==> src/rtl/axi_line_buffer_pkg.sv <==
// Shared constants and types for the AXI line buffer: word geometry, line delimiters,
// unpacker state encoding and the kept-byte selection helper.
package axi_line_buffer_pkg;

  localparam int AXI_DATAW = 32;
  localparam int AXI_BYTES = AXI_DATAW / 8;
  localparam int AXI_IDX_W = $clog2(AXI_BYTES);

  localparam logic [7:0] EOL_BYTE = 8'h0A;
  localparam logic [7:0] CR_BYTE  = 8'h0D;

  typedef enum logic [0:0] {
    UNPACK_IDLE = 1'b0,
    UNPACK_BUSY = 1'b1
  } unpack_state_e;

  // Index of the lowest set bit; bytes leave the hold register little-endian.
  function automatic logic [AXI_IDX_W-1:0] lowest_kept(input logic [AXI_BYTES-1:0] mask);
    logic [AXI_IDX_W-1:0] idx;
    idx = {AXI_IDX_W{1'b0}};
    for (int i = AXI_BYTES - 1; i >= 0; i--) begin
      if (mask[i]) begin
        idx = AXI_IDX_W'(i);
      end else begin
        idx = idx;
      end
    end
    return idx;
  endfunction

endpackage

==> src/rtl/axi_line_byte_fifo.sv <==
// DEPTH x 8 byte FIFO with registered pointers and occupancy; the head byte is read
// combinationally from storage. Push while full is dropped, pop while empty is ignored.
module axi_line_byte_fifo #(
  parameter int DEPTH = 64
) (
  input  logic                       clk,
  input  logic                       rstn,
  input  logic                       push,
  input  logic [7:0]                 push_data,
  input  logic                       pop,
  output logic [7:0]                 head,
  output logic                       full,
  output logic                       empty,
  output logic [$clog2(DEPTH+1)-1:0] count
);

  localparam int PTR_W = $clog2(DEPTH);
  localparam int CNT_W = $clog2(DEPTH + 1);

  logic [7:0]       mem_q [DEPTH];
  logic [PTR_W-1:0] wr_ptr_q, wr_ptr_d;
  logic [PTR_W-1:0] rd_ptr_q, rd_ptr_d;
  logic [CNT_W-1:0] count_q, count_d;
  logic             push_ok_s;
  logic             pop_ok_s;

  assign full      = (count_q == CNT_W'(DEPTH));
  assign empty     = (count_q == {CNT_W{1'b0}});
  assign count     = count_q;
  assign head      = mem_q[rd_ptr_q];
  assign push_ok_s = push && !full;
  assign pop_ok_s  = pop && !empty;

  always_comb begin
    wr_ptr_d = wr_ptr_q;
    rd_ptr_d = rd_ptr_q;
    count_d  = count_q;
    if (push_ok_s) begin
      wr_ptr_d = wr_ptr_q + PTR_W'(1);
    end else begin
      wr_ptr_d = wr_ptr_q;
    end
    if (pop_ok_s) begin
      rd_ptr_d = rd_ptr_q + PTR_W'(1);
    end else begin
      rd_ptr_d = rd_ptr_q;
    end
    case ({push_ok_s, pop_ok_s})
      2'b10:   count_d = count_q + CNT_W'(1);
      2'b01:   count_d = count_q - CNT_W'(1);
      default: count_d = count_q;
    endcase
  end

  always_ff @(posedge clk or negedge rstn) begin
    if (!rstn) begin
      wr_ptr_q <= {PTR_W{1'b0}};
      rd_ptr_q <= {PTR_W{1'b0}};
      count_q  <= {CNT_W{1'b0}};
    end else begin
      wr_ptr_q <= wr_ptr_d;
      rd_ptr_q <= rd_ptr_d;
      count_q  <= count_d;
    end
  end

  // Storage carries no reset; the read side never exposes unwritten entries.
  always_ff @(posedge clk) begin
    if (push_ok_s) begin
      mem_q[wr_ptr_q] <= push_data;
    end
  end

endmodule

==> src/rtl/axi_line_buffer.sv <==
// Unpacks AXI words into a byte FIFO and releases bytes only once a whole 0x0A-terminated
// line is buffered. Define AXI_LINEBUF_CR_STRIP_EN to drop 0x0D bytes during unpacking.
module axi_line_buffer
  import axi_line_buffer_pkg::*;
#(
  parameter int DEPTH = 64
) (
  input  logic                       clk,
  input  logic                       rstn,
  input  logic [AXI_DATAW-1:0]       s_data,
  input  logic [AXI_BYTES-1:0]       s_keep,
  input  logic                       s_valid,
  output logic                       s_ready,
  output logic [7:0]                 m_data,
  output logic                       m_valid,
  input  logic                       m_ready,
  output logic                       m_last,
  output logic [$clog2(DEPTH+1)-1:0] lines_pending,
  output logic                       overflow
);

  localparam int CNT_W = $clog2(DEPTH + 1);

`ifdef AXI_LINEBUF_CR_STRIP_EN
  localparam bit CR_STRIP_EN = 1'b1;
`else
  localparam bit CR_STRIP_EN = 1'b0;
`endif

  unpack_state_e        state_q, state_d;
  logic [AXI_DATAW-1:0] hold_data_q, hold_data_d;
  logic [AXI_BYTES-1:0] hold_keep_q, hold_keep_d;
  logic                 ready_en_q;
  logic [CNT_W-1:0]     lines_q, lines_d;
  logic                 flush_q, flush_d;
  logic                 overflow_q, overflow_d;

  logic [AXI_IDX_W-1:0] byte_idx_s;
  logic [7:0]           cur_byte_s;
  logic [AXI_BYTES-1:0] remaining_s;
  logic                 busy_s, have_byte_s, is_cr_s;
  logic                 advance_s, push_s, done_s, accept_s;
  logic                 pop_s, inc_s, dec_s, flush_enter_s;
  logic [7:0]           fifo_head_s;
  logic                 fifo_full_s, fifo_empty_s;
  logic [CNT_W-1:0]     fifo_count_s;

  axi_line_byte_fifo #(
    .DEPTH (DEPTH)
  ) u_fifo (
    .clk       (clk),
    .rstn      (rstn),
    .push      (push_s),
    .push_data (cur_byte_s),
    .pop       (pop_s),
    .head      (fifo_head_s),
    .full      (fifo_full_s),
    .empty     (fifo_empty_s),
    .count     (fifo_count_s)
  );

  assign byte_idx_s  = lowest_kept(hold_keep_q);
  assign cur_byte_s  = hold_data_q[{byte_idx_s, 3'b000} +: 8];
  assign remaining_s = hold_keep_q & ~(AXI_BYTES'(1) << byte_idx_s);
  assign busy_s      = (state_q == UNPACK_BUSY);
  assign have_byte_s = |hold_keep_q;
  assign is_cr_s     = CR_STRIP_EN && (cur_byte_s == CR_BYTE);

  // A stripped CR still takes its slot in the byte cycle but never waits on FIFO space.
  assign advance_s = busy_s && have_byte_s && (is_cr_s || !fifo_full_s);
  assign push_s    = advance_s && !is_cr_s;
  assign done_s    = busy_s && (!have_byte_s || (advance_s && (remaining_s == {AXI_BYTES{1'b0}})));
  assign s_ready   = ready_en_q && (!busy_s || done_s);
  assign accept_s  = s_valid && s_ready;

  assign m_last  = !fifo_empty_s && (fifo_head_s == EOL_BYTE);
  assign m_data  = fifo_empty_s ? 8'h00 : fifo_head_s;
  assign m_valid = !fifo_empty_s && ((lines_q != {CNT_W{1'b0}}) || flush_q);
  assign pop_s   = m_valid && m_ready;
  assign inc_s   = push_s && (cur_byte_s == EOL_BYTE);
  assign dec_s   = pop_s && m_last;

  assign lines_pending = lines_q;
  assign overflow      = overflow_q;

  // A full FIFO with no complete line can never drain on its own, so flush it.
  assign flush_enter_s = (fifo_count_s == CNT_W'(DEPTH)) && (lines_q == {CNT_W{1'b0}});

  // Unpacker next state: a new word may load in the same cycle the last byte leaves.
  always_comb begin
    state_d     = state_q;
    hold_data_d = hold_data_q;
    hold_keep_d = hold_keep_q;
    if (accept_s) begin
      state_d     = UNPACK_BUSY;
      hold_data_d = s_data;
      hold_keep_d = s_keep;
    end else if (done_s) begin
      state_d     = UNPACK_IDLE;
      hold_keep_d = {AXI_BYTES{1'b0}};
    end else if (advance_s) begin
      hold_keep_d = remaining_s;
    end else begin
      hold_keep_d = hold_keep_q;
    end
  end

  always_comb begin
    lines_d    = lines_q;
    flush_d    = flush_q;
    overflow_d = overflow_q;
    case ({inc_s, dec_s})
      2'b10:   lines_d = lines_q + CNT_W'(1);
      2'b01:   lines_d = lines_q - CNT_W'(1);
      default: lines_d = lines_q;
    endcase
    if (flush_q) begin
      flush_d = !(fifo_empty_s || (lines_q != {CNT_W{1'b0}}));
    end else begin
      flush_d = flush_enter_s;
    end
    if (!flush_q && flush_enter_s) begin
      overflow_d = 1'b1;
    end else begin
      overflow_d = overflow_q;
    end
  end

  always_ff @(posedge clk or negedge rstn) begin
    if (!rstn) begin
      state_q     <= UNPACK_IDLE;
      hold_data_q <= {AXI_DATAW{1'b0}};
      hold_keep_q <= {AXI_BYTES{1'b0}};
      ready_en_q  <= 1'b0;
      lines_q     <= {CNT_W{1'b0}};
      flush_q     <= 1'b0;
      overflow_q  <= 1'b0;
    end else begin
      state_q     <= state_d;
      hold_data_q <= hold_data_d;
      hold_keep_q <= hold_keep_d;
      ready_en_q  <= 1'b1;
      lines_q     <= lines_d;
      flush_q     <= flush_d;
      overflow_q  <= overflow_d;
    end
  end

endmodule

==> config.mk <==
export PLATFORM = sky130hd
export DESIGN_NAME = axi_line_buffer
export DESIGN_NICKNAME = d
export VERILOG_FILES = /design/src/rtl/axi_line_buffer_pkg.sv /design/src/rtl/axi_line_byte_fifo.sv /design/src/rtl/axi_line_buffer.sv
export SDC_FILE = /design/constraint.sdc
export NUM_CORES = 1
export LEC_CHECK = 0
export BUFFER_PORTS_ARGS = -buffer_cell sky130_fd_sc_hd__buf_2
export CORE_UTILIZATION = 42
export DETAILED_ROUTE_END_ITERATION = 16
export GPL_TIMING_DRIVEN = 0
export PLACE_DENSITY = 0.58
export SYNTH_ARGS = -nofsm -noshare
export SYNTH_HDL_FRONTEND = slang
export SYNTH_SLANG_ARGS = --single-unit
==> constraint.sdc <==
create_clock -name clk -period 8.9 [get_ports clk]
set_input_delay 1.78 -clock clk [delete_from_list [all_inputs] [get_ports clk]]
set_output_delay 1.78 -clock clk [all_outputs]
set_load 0.03 [all_outputs]
Yosys cells after proc, flatten, opt, wreduce, memory -nomap -nowiden
Memories as Yosys holds them, arrays and structs flattened.
Cells that the tools add are included.
{"block": "op_classes", "reduce_logical": 34, "shift": 2, "muxes": 15, "add_sub_neg": 6, "n_bitwise": 2, "eq_ne": 7}
{"operator": "32-bit by 6-bit variable part select with 8-bit output", "count": 1}
{"operator": "7-bit case mux with 2 select lines", "count": 2}
{"operator": "8-bit by 4-bit equality test with 1-bit output, second input constant", "count": 2}
{"operator": "1-bit logical AND", "count": 15}
{"operator": "7-bit by 1-bit adder with 7-bit output, second input constant", "count": 2}
{"operator": "7-bit zero test", "count": 2}
{"operator": "7-bit by 1-bit subtractor with 7-bit output, second input constant", "count": 2}
{"operator": "6-bit by 1-bit adder with 6-bit output, second input constant", "count": 2}
{"operator": "4-bit two-way mux", "count": 3}
{"operator": "2-bit two-way mux", "count": 4}
{"operator": "8-bit two-way mux", "count": 1}
{"operator": "7-bit equality test, second input constant", "count": 1}
{"operator": "7-bit nonzero test", "count": 1}
{"operator": "1-bit zero test", "count": 6}
{"operator": "2-bit nonzero test", "count": 3}
{"operator": "1-bit two-way mux", "count": 5}
{"operator": "4-bit AND", "count": 1}
{"operator": "2-bit by 1-bit equality test with 1-bit output, second input constant", "count": 2}
{"operator": "2-bit equality test, second input constant", "count": 2}
{"operator": "4-bit zero test", "count": 1}
{"operator": "1-bit logical OR", "count": 4}
{"operator": "4-bit NOT", "count": 1}
{"operator": "4-bit OR reduction", "count": 1}
{"operator": "1-bit by 2-bit left shift with 4-bit output, first input constant", "count": 1}
{"operator": "3-bit nonzero test", "count": 1}
{"block": "totals", "ram_bits": 512, "out_inout_bits": 19, "n_memories": 1, "input_bits": 40, "ff_bits": 66, "elab_cells": 77}
{"name": "u_fifo.mem_q", "words": 64, "word_bits": 8, "rd": 1, "rd_ports_with_merged_regs": 0, "wr": 1, "line": "axi_line_byte_fifo.sv:20", "rtl": "logic [7:0] mem_q [DEPTH];"}

Logic depth before layout (Yosys ltp)
{"block": "depth", "word_depth": 15, "ltp_mapped": 22}

Cells and area by module
Synthesis repeated with hierarchy kept, for this count alone.
{"block": "unflattened", "cells_unflattened": 1279, "area_unflattened_um2": 23495.0}
{"mod": "axi_line_byte_fifo", "instances": 1, "cells_per_inst": 1048, "area_per_inst_um2": 20971.4, "seq_area_each_um2": 15850.2}
{"mod": "axi_line_buffer", "instances": 1, "cells_per_inst": 231, "area_per_inst_um2": 2523.7, "seq_area_each_um2": 1176.1}

Worst setup path after synthesis
OpenSTA, ideal clock, no wires.
{"block": "synth_timing", "path_kind": "reg2reg", "startpoint": "register hold_keep_q[2]", "endpoint": "register lines_q[6] (netlist: lines_pending[6])", "path_stages_with_launch": 19, "synth_period_minus_slack_ps": 5905, "t_required_ps": 8820, "arrival_time_ps": 5825, "setup_slack_ps": 2995, "cell_sequence": "dfrtp_1 clkbuf_1 nor2b_1 a22oi_1 nor2_1 a21oi_1 o21ai_0 nor3_1 nand4b_1 ha_1 inv_1 fa_1 nor2b_1 o21ai_0 a21boi_0 o21ai_0 and3_1 nor3_1 xor2_1"}
{"block": "synth_via", "elab_chain_cells": 8, "elab_cells_between_ends": 13, "cone_classes": "3 x eq/ne; 1 x shift; 4 x mux; 5 x reduce/logical"}
{"element": "start, declared", "line": "axi_line_buffer.sv:32", "rtl": "logic [AXI_BYTES-1:0] hold_keep_q, hold_keep_d;"}
{"element": "start signal, assigned", "line": "axi_line_buffer.sv:133", "rtl": "hold_keep_q <= {AXI_BYTES{1'b0}};"}
{"element": "start signal, assigned", "line": "axi_line_buffer.sv:141", "rtl": "hold_keep_q <= hold_keep_d;"}
{"element": "2-bit two-way mux (*) (3 in series)", "line": "axi_line_buffer_pkg.sv:22", "rtl": "if (mask[i]) begin"}
{"element": "32-bit by 6-bit variable part select with 8-bit output (*)", "line": "axi_line_buffer.sv:63", "rtl": "assign cur_byte_s = hold_data_q[{byte_idx_s, 3'b000} +: 8];"}
{"element": "net cur_byte_s[6]", "line": "axi_line_buffer.sv:39", "rtl": "logic [7:0] cur_byte_s;"}
{"element": "8-bit by 4-bit equality test with 1-bit output (*)", "line": "axi_line_buffer.sv:80", "rtl": "assign inc_s = push_s && (cur_byte_s == EOL_BYTE);"}
{"element": "1-bit logical AND (*)", "line": "axi_line_buffer.sv:80"}
{"element": "2-bit by 1-bit equality test with 1-bit output or 2-bit equality test (tied branches)", "line": "axi_line_buffer.sv:112", "rtl": "case ({inc_s, dec_s})"}
{"element": "7-bit case mux with 2 select lines or 2-bit nonzero test (tied branches)"}
{"element": "end signal, assigned", "line": "axi_line_buffer.sv:135", "rtl": "lines_q <= {CNT_W{1'b0}};"}
{"element": "end signal, assigned", "line": "axi_line_buffer.sv:143", "rtl": "lines_q <= lines_d;"}
{"element": "end, declared", "line": "axi_line_buffer.sv:34", "rtl": "logic [CNT_W-1:0] lines_q, lines_d;"}
The timed path passes the listed nets; every way through them passes the cells marked *.
A chain may end at the register's enable or synchronous reset.

Final worst setup path
{"block": "layout_timing", "startpoint": "register u_fifo.rd_ptr_q[2]", "endpoint": "output port m_last"}
{"block": "layout_via", "elab_chain_cells": 3}
{"element": "start, declared", "line": "axi_line_byte_fifo.sv:22", "rtl": "logic [PTR_W-1:0] rd_ptr_q, rd_ptr_d;"}
{"element": "start signal, assigned", "line": "axi_line_byte_fifo.sv:58", "rtl": "rd_ptr_q <= {PTR_W{1'b0}};"}
{"element": "start signal, assigned", "line": "axi_line_byte_fifo.sv:62", "rtl": "rd_ptr_q <= rd_ptr_d;"}
{"element": "memory read 64 x 8 bit"}
{"element": "8-bit by 4-bit equality test with 1-bit output", "line": "axi_line_buffer.sv:76", "rtl": "assign m_last = !fifo_empty_s && (fifo_head_s == EOL_BYTE);"}
{"element": "1-bit logical AND", "line": "axi_line_buffer.sv:76"}
{"element": "end, declared", "line": "axi_line_buffer.sv:17", "rtl": "output logic m_last,"}
Every way passes these cells.

==> flow_metrics.tcl <==
set metrics [dict create \
    initial_core_util 0.426 \
    outcome "completed" \
    leakagePower_nw 9.19 \
    numCtsBuffers 60 \
    clk_pin_slew_ps 60 \
    setup_viol 0 \
    final-hold-violation-count 0 \
    path_max_fanout 10 \
    postSynthAreaPerCell_um2 18.1 \
    ios 59 \
    fp.dieW_um 239 \
    hold-worst-slack_ps 466 \
    die-area_um2 57000 \
    syn_inst 1302 \
    dr.first_iter.drc_count 1455 \
    clock-sinks 578 \
    ys_seq_area_frac 0.723 \
    antenna_found_initial 1 \
    core-area_um2 55300 \
    timing.rr.end "lines_pending[6]$_DFFE_PN0P_" \
    first_global_vias 13000 \
    stdcell_area_um2 27000 \
    worst_r2r_path_depth 19 \
    drt_wl_total_um 65200 \
    dp_hpwl_um 42900 \
    post_cts_resized 0 \
    ys_ff_latch 578 \
    max-slew-margin-rel 0.0391 \
    final_cells 2230 \
    fmax_ghz 0.143 \
    grt_max_degree 67 \
    clock_latency_ps 630 \
    slew_viol_final 0 \
    cts.path.max_buffers 3 \
    synth_top_cell_by_area "edfxtp_1" \
    yosysUniqueCellTypes 69 \
    rsz0062_at_grt "false" \
    grt_overflow 0 \
    grt_pass1_wl_um 93300 \
    pre_cts_ws_ps 2000 \
    synth_edf_count 512 \
    crit_type "reg -> out" \
    r2r_slack_ps 1960 \
    gp_congestion 0.932 \
    endpoint "m_last" \
    dr.pass1.iters 5 \
    worstReg2RegStart "u_fifo.rd_ptr_q[2]$_DFFE_PN0P_" \
    cts_tree "built" \
    cp-end-kind "primary output" \
    place_inst 2118 \
    synth_fp_nets 1358 \
    synthesis.area_um2 23600 \
    place_area_um2 25100 \
    fin_nets 1488 \
    synth_common_cells "edfxtp_1, mux4_2, nor2_1" \
    yosys-top-cells-area "edfxtp_1, mux4_2, dfrtp_1" \
    rows 86 \
    drive_gt1_frac 0.237 \
    max_cap_viol_count 0 \
    drc 0 \
    ctsHoldBuffers 0 \
    grt.total_usage 0.233 \
    period_minus_slack_ps 6970 \
    die_h_um 239 \
    min_path_type "reg -> reg" \
    ys.flop_type "edfxtp_1" \
    portBuffers 58 \
    powerDensity_nw_per_um2 388 \
    worstPathRequired_ps 7120 \
    tightest_slew_ps 1410 \
    timing.final.ws_setup_ps 1930 \
    cp-start-kind "register" \
    avgViaCountPerCell 5.81 \
    min_period_over_period 0.783 \
    async_reset_ff_frac 0.114 \
    arrival_ps 5190 \
    detail-route-antenna-nets 0 \
    critPathLaunch "u_fifo.rd_ptr_q[2]$_DFFE_PN0P_" \
    vias 13000 \
    ir_drop_mv 0.281 \
    worst_clock_skew_ps 28.9 \
    fin_tns_setup_ps 0 \
    area_growth_pct 14.7 \
    yosysMostFrequentCell "edfxtp_1" \
    yosys.area.top_type_share 0.653 \
    wl_per_cell_um 29.3 \
    cts-root-buf "clkbuf_16" \
    yosys_warnings 0 \
    htreeDepth 2 \
    post_cts_buffers 0 \
]
[cell usage in the layout (no fill, tap or decap), drive strengths merged, types with 13 or more instances in the layout]
cell type	netlist	layout
edfxtp	512	512
ha	14	14
inv	23	24
nor2	90	90
o221ai	17	17
a22oi	19	19
clkbuf	30	105
clkinv	1	29
o21ai	30	30
o22ai	13	13
mux2	39	39
mux4	95	95
buf	41	109
mux2i	71	71
dfrtp	66	66
a21oi	29	29
nand2	54	54
nand3	18	18
[cells by family after synthesis]
family / synth area share
DFF: 0.723
and+or+nand+nor: 0.0453
muxes: 0.144
AOI/OAI and AO/OA: 0.0489
buffers and inverters: 0.0223
xor gates and xnor gates: 0.00706
adders and majority gates: 0.00956
other: 0.000159
[metal layers]
| layer | vias up | routed length [µm] | global-route usage |
|---|---|---|---|
| met4 | 0 | 2140 | 0.0808 |
| li1 | 5468 | - | - |
| met2 | 619 | 30000 | 0.363 |
| met3 | 115 | 5250 | 0.0495 |
| met1 | 6754 | 27900 | 0.325 |
| met5 | - | 0 | 0 |
[power breakdown]
part	switching [mW]	internal, mW
Sequential	0.106	3.84
Combinational	2.75	1.30
Clock	1.06	1.44
[final cells by class]
type | count | area [µm²]
Buffer | 71 | 435
Timing Repair Buffer | 68 | 515
Antenna cell | 1 | 2.50
Clock inverter | 36 | 343
Inverter | 24 | 90.1
Tap cell | 748 | 936
Fill cell | 4685 | 28300
Multi-Input combinational cell | 629 | 6080
Clock buffer | 75 | 1600
Sequential cell | 578 | 17000
[how the worst min path moves through the flow]
stage / start / end / slack (ps) / cells past startpoint
6_report: overflow$_DFFE_PN0P_ / overflow$_DFFE_PN0P_ / 470 / 1
4_1_cts: overflow$_DFFE_PN0P_ / overflow$_DFFE_PN0P_ / 470 / 1
3_3_place_gp: overflow$_DFFE_PN0P_ / overflow$_DFFE_PN0P_ / 450 / 1
5_1_grt: overflow$_DFFE_PN0P_ / overflow$_DFFE_PN0P_ / 490 / 1
3_5_place_dp: overflow$_DFFE_PN0P_ / overflow$_DFFE_PN0P_ / 450 / 1
2_1_floorplan: u_fifo.count[5]$_DFFE_PN0P_ / u_fifo.count[5]$_DFFE_PN0P_ / 480 / 2
[stage by stage]
| stage | utilization | power, mW |
|---|---|---|
| after floorplan | - | 6.33 |
| after global placement | 0.448 | 7.94 |
| after detailed placement | 0.454 | 8.01 |
| after CTS | 0.489 | 10.5 |
| after global routing | 0.489 | 10.8 |
| final | 0.489 | 10.5 |
[critical path, cell delays in order, from the launching register on]
cell	delay [ps]
dfrtp_1	310
buf_2	250
buf_4	320
clkbuf_1	830
mux4_2	460
a2111oi_0	1220
a21oi_1	160
o31ai_1	290
nand3_1	140
nor3_1	290
buf_2	270
[sequential cells by signal, summed over array words and instances (netlist names)]
register / cells
lines_pending: 7
u_fifo.wr_ptr_q: 6
u_fifo.mem_q: 512
flush_q: 1
ready_en_q: 1
u_fifo.count: 7
overflow: 1
hold_keep_q: 4
hold_data_q: 32
busy_s: 1
u_fifo.rd_ptr_q: 6
Note: power is estimated with default switching activity, not from simulation.
